==> src/rtl/imm_pkg.sv <==
// Shared types for the decode-stage immediate generator: format enum, opcodes,
// and helpers that pull each RISC-V immediate out as a 32-bit signed value.
// Pure declarations; no ports, latency or backpressure of its own.
package imm_pkg;

    // Immediate format reported alongside every decoded instruction.
    typedef enum logic [2:0] {
        FMT_NONE = 3'd0,
        FMT_I    = 3'd1,
        FMT_S    = 3'd2,
        FMT_B    = 3'd3,
        FMT_U    = 3'd4,
        FMT_J    = 3'd5,
        FMT_CSR  = 3'd6
    } imm_fmt_e;

    // Major opcodes, inst[6:0].
    localparam logic [6:0] OPC_LOAD      = 7'b0000011;
    localparam logic [6:0] OPC_OP_IMM    = 7'b0010011;
    localparam logic [6:0] OPC_AUIPC     = 7'b0010111;
    localparam logic [6:0] OPC_OP_IMM_32 = 7'b0011011;
    localparam logic [6:0] OPC_STORE     = 7'b0100011;
    localparam logic [6:0] OPC_LUI       = 7'b0110111;
    localparam logic [6:0] OPC_BRANCH    = 7'b1100011;
    localparam logic [6:0] OPC_JALR      = 7'b1100111;
    localparam logic [6:0] OPC_JAL       = 7'b1101111;
    localparam logic [6:0] OPC_SYSTEM    = 7'b1110011;

    // Each helper returns the immediate already sign-extended to 32 bits; the
    // decoder widens that to XLEN by replicating bit 31.
    function automatic logic [31:0] imm_i(input logic [31:0] inst);
        return {{20{inst[31]}}, inst[31:20]};
    endfunction

    function automatic logic [31:0] imm_s(input logic [31:0] inst);
        return {{20{inst[31]}}, inst[31:25], inst[11:7]};
    endfunction

    function automatic logic [31:0] imm_b(input logic [31:0] inst);
        return {{19{inst[31]}}, inst[31], inst[7], inst[30:25], inst[11:8], 1'b0};
    endfunction

    function automatic logic [31:0] imm_u(input logic [31:0] inst);
        return {inst[31:12], 12'b0};
    endfunction

    function automatic logic [31:0] imm_j(input logic [31:0] inst);
        return {{11{inst[31]}}, inst[31], inst[19:12], inst[20], inst[30:21], 1'b0};
    endfunction

    // CSR unsigned immediate lives in the rs1 field; bit 31 is always 0 here,
    // so the common sign-extension path yields the required zero-extension.
    function automatic logic [31:0] imm_csr(input logic [31:0] inst);
        return {27'b0, inst[19:15]};
    endfunction

endpackage

==> src/rtl/imm_gen_pipe_if.sv <==
// Valid/ready bundle for the immediate generator: instruction+tag in, imm+fmt+tag out.
// No logic; latency and backpressure are set by the module on the slave side.
// Modports: master = fetch/execute side (testbench), slave = imm_gen_pipe.
interface imm_gen_pipe_if
    import imm_pkg::*;
#(
    parameter int XLEN  = 32,
    parameter int TAG_W = 32
) ();

    // Upstream (fetch) side
    logic              in_valid;
    logic              in_ready;
    logic [31:0]       in_inst;
    logic [TAG_W-1:0]  in_tag;

    // Downstream (execute) side
    logic              out_valid;
    logic              out_ready;
    logic [XLEN-1:0]   out_imm;
    imm_fmt_e          out_fmt;
    logic [TAG_W-1:0]  out_tag;

    modport master (
        output in_valid, in_inst, in_tag, out_ready,
        input  in_ready, out_valid, out_imm, out_fmt, out_tag
    );

    modport slave (
        input  in_valid, in_inst, in_tag, out_ready,
        output in_ready, out_valid, out_imm, out_fmt, out_tag
    );

endinterface

==> src/rtl/imm_decode_comb.sv <==
// Pure combinational RISC-V immediate decoder: inst -> XLEN immediate + format.
// Latency 0; no handshake. Optional macro IMM_ZICSR_UIMM_EN enables SYSTEM decode.
// Ports: inst_i (32b instruction), imm_o (XLEN, sign-extended), fmt_o (imm_fmt_e).
module imm_decode_comb
    import imm_pkg::*;
#(
    parameter int XLEN = 32
) (
    input  logic [31:0]     inst_i,
    output logic [XLEN-1:0] imm_o,
    output imm_fmt_e        fmt_o
);

    logic [6:0]  opc;
    logic [31:0] imm32;

    assign opc = inst_i[6:0];

    always_comb begin
        imm32 = '0;
        fmt_o = FMT_NONE;
        case (opc)
            OPC_LOAD, OPC_OP_IMM, OPC_JALR: begin
                imm32 = imm_i(inst_i);
                fmt_o = FMT_I;
            end
            // The *W immediate forms only exist on RV64.
            OPC_OP_IMM_32: begin
                if (XLEN == 64) begin
                    imm32 = imm_i(inst_i);
                    fmt_o = FMT_I;
                end
            end
            OPC_STORE: begin
                imm32 = imm_s(inst_i);
                fmt_o = FMT_S;
            end
            OPC_BRANCH: begin
                imm32 = imm_b(inst_i);
                fmt_o = FMT_B;
            end
            OPC_LUI, OPC_AUIPC: begin
                imm32 = imm_u(inst_i);
                fmt_o = FMT_U;
            end
            OPC_JAL: begin
                imm32 = imm_j(inst_i);
                fmt_o = FMT_J;
            end
`ifdef IMM_ZICSR_UIMM_EN
            // funct3[2] selects the CSR*I forms that carry a 5-bit uimm.
            OPC_SYSTEM: begin
                if (inst_i[14]) begin
                    imm32 = imm_csr(inst_i);
                    fmt_o = FMT_CSR;
                end else begin
                    imm32 = imm_i(inst_i);
                    fmt_o = FMT_I;
                end
            end
`else
            OPC_SYSTEM: begin
                imm32 = '0;
                fmt_o = FMT_NONE;
            end
`endif
            default: begin
                imm32 = '0;
                fmt_o = FMT_NONE;
            end
        endcase
    end

    // Widen to XLEN by replicating bit 31 (U-type included, as RV64 requires).
    generate
        if (XLEN == 64) begin : g_xlen64
            assign imm_o = {{32{imm32[31]}}, imm32};
        end else begin : g_xlen32
            assign imm_o = imm32;
        end
    endgenerate

endmodule

==> src/rtl/imm_gen_pipe.sv <==
// Registered RISC-V immediate generator with a 2-entry (main + skid) output buffer.
// Latency 1 cycle accept->out_valid, 1 item/cycle; in_ready depends only on skid state.
// Backpressure: out_ready low parks one extra item in skid, then in_ready drops.
// Ports: clk, rst_n (sync, active low), flush, bus (imm_gen_pipe_if.slave).
// Optional macro IMM_ZICSR_UIMM_EN (decoded in imm_decode_comb) adds FMT_CSR.
module imm_gen_pipe
    import imm_pkg::*;
#(
    parameter int XLEN  = 32,
    parameter int TAG_W = 32
) (
    input  logic           clk,
    input  logic           rst_n,
    input  logic           flush,
    imm_gen_pipe_if.slave  bus
);

    typedef struct packed {
        logic [XLEN-1:0]  imm;
        imm_fmt_e         fmt;
        logic [TAG_W-1:0] tag;
    } entry_t;

    localparam entry_t ENTRY_RST = '{imm: '0, fmt: FMT_NONE, tag: '0};

    logic [XLEN-1:0] dec_imm;
    imm_fmt_e        dec_fmt;
    entry_t          dec_ent;

    logic   main_vld_q, main_vld_d;
    entry_t main_q,     main_d;
    logic   skid_vld_q, skid_vld_d;
    entry_t skid_q,     skid_d;

    logic   accept;
    logic   pop;

    imm_decode_comb #(
        .XLEN (XLEN)
    ) u_dec (
        .inst_i (bus.in_inst),
        .imm_o  (dec_imm),
        .fmt_o  (dec_fmt)
    );

    assign dec_ent = '{imm: dec_imm, fmt: dec_fmt, tag: bus.in_tag};

    // in_ready never looks at out_ready, so execute stalls cannot reach fetch
    // combinationally.
    assign bus.in_ready = rst_n & ~skid_vld_q;
    assign accept       = bus.in_valid & bus.in_ready;
    assign pop          = main_vld_q & bus.out_ready;

    always_comb begin
        main_vld_d = main_vld_q;
        main_d     = main_q;
        skid_vld_d = skid_vld_q;
        skid_d     = skid_q;

        if (flush) begin
            // Flush wins over both accept and pop; payloads are left stale.
            main_vld_d = 1'b0;
            skid_vld_d = 1'b0;
        end else if (pop) begin
            if (skid_vld_q) begin
                // accept cannot coincide here: skid full forces in_ready low.
                main_d     = skid_q;
                skid_vld_d = 1'b0;
            end else if (accept) begin
                main_d     = dec_ent;
            end else begin
                main_vld_d = 1'b0;
            end
        end else if (accept) begin
            if (!main_vld_q) begin
                main_d     = dec_ent;
                main_vld_d = 1'b1;
            end else begin
                skid_d     = dec_ent;
                skid_vld_d = 1'b1;
            end
        end
    end

    always_ff @(posedge clk) begin
        if (!rst_n) begin
            main_vld_q <= 1'b0;
            main_q     <= ENTRY_RST;
            skid_vld_q <= 1'b0;
            skid_q     <= ENTRY_RST;
        end else begin
            main_vld_q <= main_vld_d;
            main_q     <= main_d;
            skid_vld_q <= skid_vld_d;
            skid_q     <= skid_d;
        end
    end

    assign bus.out_valid = main_vld_q;
    assign bus.out_imm   = main_q.imm;
    assign bus.out_fmt   = main_q.fmt;
    assign bus.out_tag   = main_q.tag;

endmodule

==> src/flat_wrapper.sv <==
// flat-port wrapper written by rule: the top's interface ports become plain ports
module imm_gen_pipe_flat import imm_pkg::*;
#(
    parameter int XLEN  = 32,
    parameter int TAG_W = 32
)
  (clk, rst_n, flush, bus_in_valid, bus_in_inst, bus_in_tag, bus_out_ready, bus_in_ready, bus_out_valid, bus_out_imm, bus_out_fmt, bus_out_tag);
  imm_gen_pipe_if #(.XLEN(XLEN), .TAG_W(TAG_W)) bus_i ();
  input  logic clk;
  input  logic rst_n;
  input  logic flush;
  input wire logic [$bits(bus_i.in_valid)-1:0] bus_in_valid;
  input wire logic [$bits(bus_i.in_inst)-1:0] bus_in_inst;
  input wire logic [$bits(bus_i.in_tag)-1:0] bus_in_tag;
  input wire logic [$bits(bus_i.out_ready)-1:0] bus_out_ready;
  output wire logic [$bits(bus_i.in_ready)-1:0] bus_in_ready;
  output wire logic [$bits(bus_i.out_valid)-1:0] bus_out_valid;
  output wire logic [$bits(bus_i.out_imm)-1:0] bus_out_imm;
  output wire logic [$bits(bus_i.out_fmt)-1:0] bus_out_fmt;
  output wire logic [$bits(bus_i.out_tag)-1:0] bus_out_tag;
  assign bus_i.in_valid = bus_in_valid;
  assign bus_i.in_inst = bus_in_inst;
  assign bus_i.in_tag = bus_in_tag;
  assign bus_i.out_ready = bus_out_ready;
  assign bus_in_ready = bus_i.in_ready;
  assign bus_out_valid = bus_i.out_valid;
  assign bus_out_imm = bus_i.out_imm;
  assign bus_out_fmt = bus_i.out_fmt;
  assign bus_out_tag = bus_i.out_tag;
  imm_gen_pipe #(.XLEN(XLEN), .TAG_W(TAG_W)) u_core (.clk(clk), .rst_n(rst_n), .flush(flush), .bus(bus_i));
endmodule
==> config.mk <==
export PLATFORM = sky130hd
export DESIGN_NAME = imm_gen_pipe_flat
export DESIGN_NICKNAME = d
export VERILOG_FILES = /design/src/rtl/imm_pkg.sv /design/src/rtl/imm_gen_pipe_if.sv /design/src/rtl/imm_decode_comb.sv /design/src/rtl/imm_gen_pipe.sv /design/src/flat_wrapper.sv
export SDC_FILE = /design/constraint.sdc
export NUM_CORES = 1
export LEC_CHECK = 0
export CELL_PAD_IN_SITES_DETAIL_PLACEMENT = 1
export CELL_PAD_IN_SITES_GLOBAL_PLACEMENT = 2
export CORE_ASPECT_RATIO = 0.5
export CORE_MARGIN = 2
export CORE_UTILIZATION = 27
export CTS_BUF_LIST = sky130_fd_sc_hd__clkbuf_4 sky130_fd_sc_hd__clkbuf_8
export DETAILED_ROUTE_END_ITERATION = 8
export PLACE_DENSITY = 0.79
export SKIP_CTS_REPAIR_TIMING = 1
export SKIP_LAST_GASP = 1
export SYNTH_ARGS = -nofsm -noshare
export SYNTH_HDL_FRONTEND = slang
export SYNTH_SLANG_ARGS = --single-unit
==> constraint.sdc <==
create_clock -name clk -period 1.88 [get_ports clk]
set_clock_uncertainty 0.1 [all_clocks]
set_input_delay 0.376 -clock clk [delete_from_list [all_inputs] [get_ports clk]]
set_output_delay 0.376 -clock clk [all_outputs]
set_load 0.03 [all_outputs]
; ---- Word-level counts from Yosys, hierarchy flattened
; Index checks and enable logic that the tools add are counted.
[classes]
div_mod_pow = 0
add_sub_neg = 0
n_mux = 11
n_bitwise = 7
order_cmp = 0
n_shift = 0
reduce_logical = 10
n_mul = 0
eq_ne = 11
[ops]
columns = cell, count
row1 = 67-bit two-way mux, 5
row2 = 32-bit case mux with 5 select lines, 1
row3 = 7-bit == test (second input constant), 3
row4 = 3-bit case mux with 5 select lines, 1
row5 = 7-bit by 5-bit == test with 1-bit output (second input constant), 2
row6 = 7-bit by 6-bit == test with 1-bit output (second input constant), 2
row7 = 4-bit AND reduction, 2
row8 = 7-bit by 2-bit == test with 1-bit output (second input constant), 1
row9 = 2-bit inequality test (second input constant), 3
row10 = 3-bit OR reduction, 2
row11 = 1-bit two-way mux, 4
row12 = 1-bit inverter, 4
row13 = 2-bit nonzero test, 2
row14 = 2-bit OR reduction, 2
row15 = 1-bit AND, 3
row16 = 3-bit AND reduction, 1
row17 = 2-bit AND reduction, 1
[totals]
mem_bits_rw = 0
romBits = 0
reg_bits = 136
latch_bits = 0
memories = 0
input_bits = 69

; ---- Longest topological paths before layout
[logic_depth]
word_depth = 6
ltp_mapped = 7
ltp_nobuf = 4

; ---- By module
; Synthesis repeated with hierarchy kept, for this count alone.
[hier_totals]
cells_unflattened = 953
hier_area_um2 = 7781.2
[modules_own_cells]
columns = mod, area_per_inst_um2, n_inst, cells_per_inst
row1 = imm_gen_pipe, 7265.7, 1, 874
row2 = imm_decode_comb, 515.5, 1, 79

; ---- Least setup slack after synthesis
; Ideal clock, no wire load.
[synth_timing]
path_kind = register to register
start = register u_core.main_vld_q, in the netlist u_core.bus.out_valid
end = register u_core.main_q, in the netlist u_core.bus.out_fmt[1]
slack_ns = 0.006
path_stages_with_launch = 6
required_ns = 1.654
synth_period_minus_slack_ns = 1.874
arrival_ns = 1.649
setup_ns = 0.126
cell_sequence = dfxtp_1 nand2_1 a211oi_4 buf_2 buf_2 a31oi_1
[synth_via]
elab_chain_len = 3
[synth_rtl]
columns = item, line
row1 = from (decl), imm_gen_pipe.sv:30  ; logic main_vld_q, main_vld_d;
row2 = from (signal assigned), imm_gen_pipe.sv:92  ; main_vld_q <= main_vld_d;
row3 = 1-bit AND, imm_gen_pipe.sv:52  ; assign pop = main_vld_q & bus.out_ready;
row4 = 2-bit inequality test (no line) or 2-bit nonzero test (tied branches), --
row5 = 4-bit AND reduction (no line), --
row6 = to (signal assigned), imm_gen_pipe.sv:93  ; main_q <= main_d;
row7 = to (decl), imm_gen_pipe.sv:31  ; entry_t main_q, main_d;
; Several ways; a longest one is shown, not always the timed one.
; A chain may end at the register's enable or synchronous reset.

; ---- Final worst setup path
[layout_timing]
start = input port bus_in_inst[4]
end = register u_core.main_q, in the netlist u_core.bus.out_imm[0]
[layout_via]
elab_chain_len = 6
[layout_rtl]
columns = item, line
row1 = from (decl), flat_wrapper.sv:13  ; input wire logic [$bits(bus_i.in_inst)-1:0] bus_in_inst;
row2 = "7-bit by 2-bit == test with 1-bit output, or another cell as far along", imm_decode_comb.sv:22  ; case (opc)
row3 = 3-bit OR reduction or 2-bit OR reduction (tied branches), imm_decode_comb.sv:22
row4 = 32-bit case mux with 5 select lines (*), imm_decode_comb.sv:22
row5 = 67-bit two-way mux (on tied branches), "imm_gen_pipe.sv:75, imm_gen_pipe.sv:69"
row6 = 67-bit two-way mux (on tied branches), "imm_gen_pipe.sv:74, imm_gen_pipe.sv:65"
row7 = 67-bit two-way mux (*), imm_gen_pipe.sv:64  ; end else if (pop) begin
; Mark *: on every way between the ends. The rest lies on a longest branch, timed or not. The select of a mux whose other input is x is not followed.

==> flow_summary.json <==
{
  "die_area_mm2": 0.0228,
  "pin_count": 138,
  "yosysTopAreaCell": "dfxtp_1",
  "end_kind": "register",
  "htree_levels": 4,
  "crit_start": "bus_in_inst[4]",
  "num_vias": 5820,
  "yosysMostFrequentCell": "nand2_1",
  "core_region_area_mm2": 0.0208,
  "initial_core_util": 0.279,
  "crit_path_max_fanout": 6,
  "grt_pass1_vias": 5886,
  "synth_nets": 746,
  "fmax_mhz": 541,
  "cp.arrival_ns": 2.07,
  "syn_avg_cell_area_um2": 8.57,
  "place_congestion": 0.782,
  "antenna_cells": 0,
  "finalSetupViolations": 0,
  "synth_top_area_share": 0.469,
  "io_buffers": 137,
  "r2r-end": "u_core.bus.out_imm[14]",
  "drive_gt1_frac": 0.155,
  "status": "finished clean",
  "post-route-min-period_ns": 1.85,
  "p_leak_uw": 0.00462,
  "dpl_cell_area_mm2": 0.00797,
  "ys_types": 53,
  "synth_commonest_cells": "nand2_1, dfxtp_1, a31oi_1, nand3_1, o21ai_0",
  "clock_latency_ns": 0.43,
  "critical_path.endpoint": "u_core.bus.out_imm[0]",
  "die_h_um": 108,
  "tightest_slew_ns": 0.460,
  "synth_edf_count": 0,
  "wirelength_um": 20200,
  "dpl.hpwl_um": 13300,
  "clk_pin_slew_worst_paths_ns": 0.08,
  "dr.pass1.iters": 4,
  "dp_slack_ns": -0.599,
  "num_rows": 37,
  "maxCapViolCount": 0,
  "rsz0062_at_grt": "true",
  "wl_per_cell_um": 17.7,
  "route.detailed.drc": 0,
  "fill_cells": 2418,
  "syn-cell-area_mm2": 0.00580,
  "power.density_mw_per_mm2": 728,
  "multi_input_area_mm2": 0.00285,
  "numCtsBuffers": 17,
  "synth_warnings": 0,
  "synthTopCellsByArea": "dfxtp_1, nand2_1, o211a_1",
  "ant_nets": 0,
  "synth_ff_type": "dfxtp_1",
  "worst_hold_path_type": "in -> reg",
  "synth_seq_area_share": 0.469,
  "cts_tree": "done",
  "design_area_mm2": 0.00872,
  "period_share": 0.983,
  "required_ns": 2.10,
  "synth-seq-cells": 136,
  "postLayoutCoreUtil": 0.419,
  "antenna_found_initial": 0,
  "grt_max_degree": 71,
  "drt_iter0_drc": 310,
  "cts_max_path_buffers": 2,
  "cts_root_buf": "clkbuf_8",
  "r2r_setup_slack_ns": 0.04,
  "syn2layout_area_growth_pct": 50.3,
  "setup_slack_ns": 0.0325,
  "async_flop_share": 0,
  "viasPerCell": 5.11,
  "start_kind": "input pin",
  "grt_use_total": 0.170,
  "slew_headroom": 0.693,
  "synthCells": 677,
  "grt_pass1_wl_um": 30500,
  "timing_hold_violations_final": 0,
  "cts.sinks": 136,
  "total_power_uw": 6350,
  "tns_ns": 0,
  "ir_drop_mv": 0.326,
  "ff2ff_path_depth": 7,
  "nNetsFinal": 922,
  "rr_startpoint": "u_core.skid_vld_q",
  "die_w_um": 211,
  "final-max-slew-violation-count": 0,
  "path_class": "in -> reg",
  "overflow": 0,
  "seq_area_mm2": 0.00272
}
[area by class of cell]
type                       instances  area share
clock buffer                      20      0.0308
clock inverter                    11      0.0142
inverter                           3     0.00129
multi-input combinational        479       0.326
sequential                       136       0.312
tap                              273      0.0392
timing repair buffer             216       0.276
[power by group]
part	internal (uW)	switching, uW
Combinational	439	472
Clock	1260	1170
Sequential	2960	45.5
[layer usage]
metal / up-vias / part of all wire / GRT usage
li1: 2804 / - / -
met1: 2904 / 0.46 / 0.212
met2: 93 / 0.50 / 0.302
met3: 19 / 0.026 / 0.0312
met4: 0 / 0.013 / 0.0503
met5: - / 0 / 0
[metrics by stage]
stage          hold slack (ns)  std cells
2_1_floorplan            0.335        677
3_3_place_gp             0.340       1100
3_5_place_dp             0.345       1100
4_1_cts                  0.218       1131
5_1_grt                  0.246       1138
6_report                 0.265       1138
[cell usage in the layout, fill, tap and decap left out, drive strengths merged, types with 3 or more instances in the layout]
cell type / instances
dfxtp: 136
o211ai: 7
a21oi: 23
clkinvlp: 3
o21ai: 42
nor2b: 4
a32o: 6
a21boi: 35
o211a: 32
clkinv: 5
a31oi: 40
and3: 3
nand2: 171
buf: 78
inv: 4
dlymetal6s2s: 74
nor4: 4
nand2b: 4
o221ai: 19
a221oi: 4
clkdlybuf4s50: 61
nand3: 40
nor3: 8
clkbuf: 23
nor2: 9
[sequential cells by signal (all words and copies together) (netlist names)]
signal	flops
u_core.bus.out_fmt	3
u_core.skid_q	67
u_core.skid_vld_q	1
u_core.bus.out_tag	32
u_core.bus.out_valid	1
u_core.bus.out_imm	32
[worst max-delay path: stages]
cell	delay, ns
clkdlybuf4s50_1	0.55
nand2b_1	0.29
nor4_1	0.11
or3_1	0.41
a221o_1	0.33
[worst min-delay path by stage]
stage,start,end,cells past startpoint,slack (ns)
floorplan,u_core.skid_q[0],u_core.skid_q[0],2,0.34
global placement,u_core.skid_q[29],u_core.skid_q[29],2,0.34
detailed placement,u_core.skid_q[10],u_core.skid_q[10],2,0.35
CTS,rst_n,u_core.bus.out_valid,4,0.22
global route,rst_n,u_core.bus.out_valid,4,0.25
finish,rst_n,u_core.bus.out_valid,4,0.27
[logic make-up (layout without fill, tap and decap cells)]
group,Yosys count,after routing,synth area share
and+or+nand+nor,258,258,0.205
AOI/OAI and AO/OA,220,220,0.278
DFF,136,136,0.469
muxes,1,1,0.00172
buffers and inverters,62,250,0.0453
Note: power is estimated with default switching activity, not from simulation.
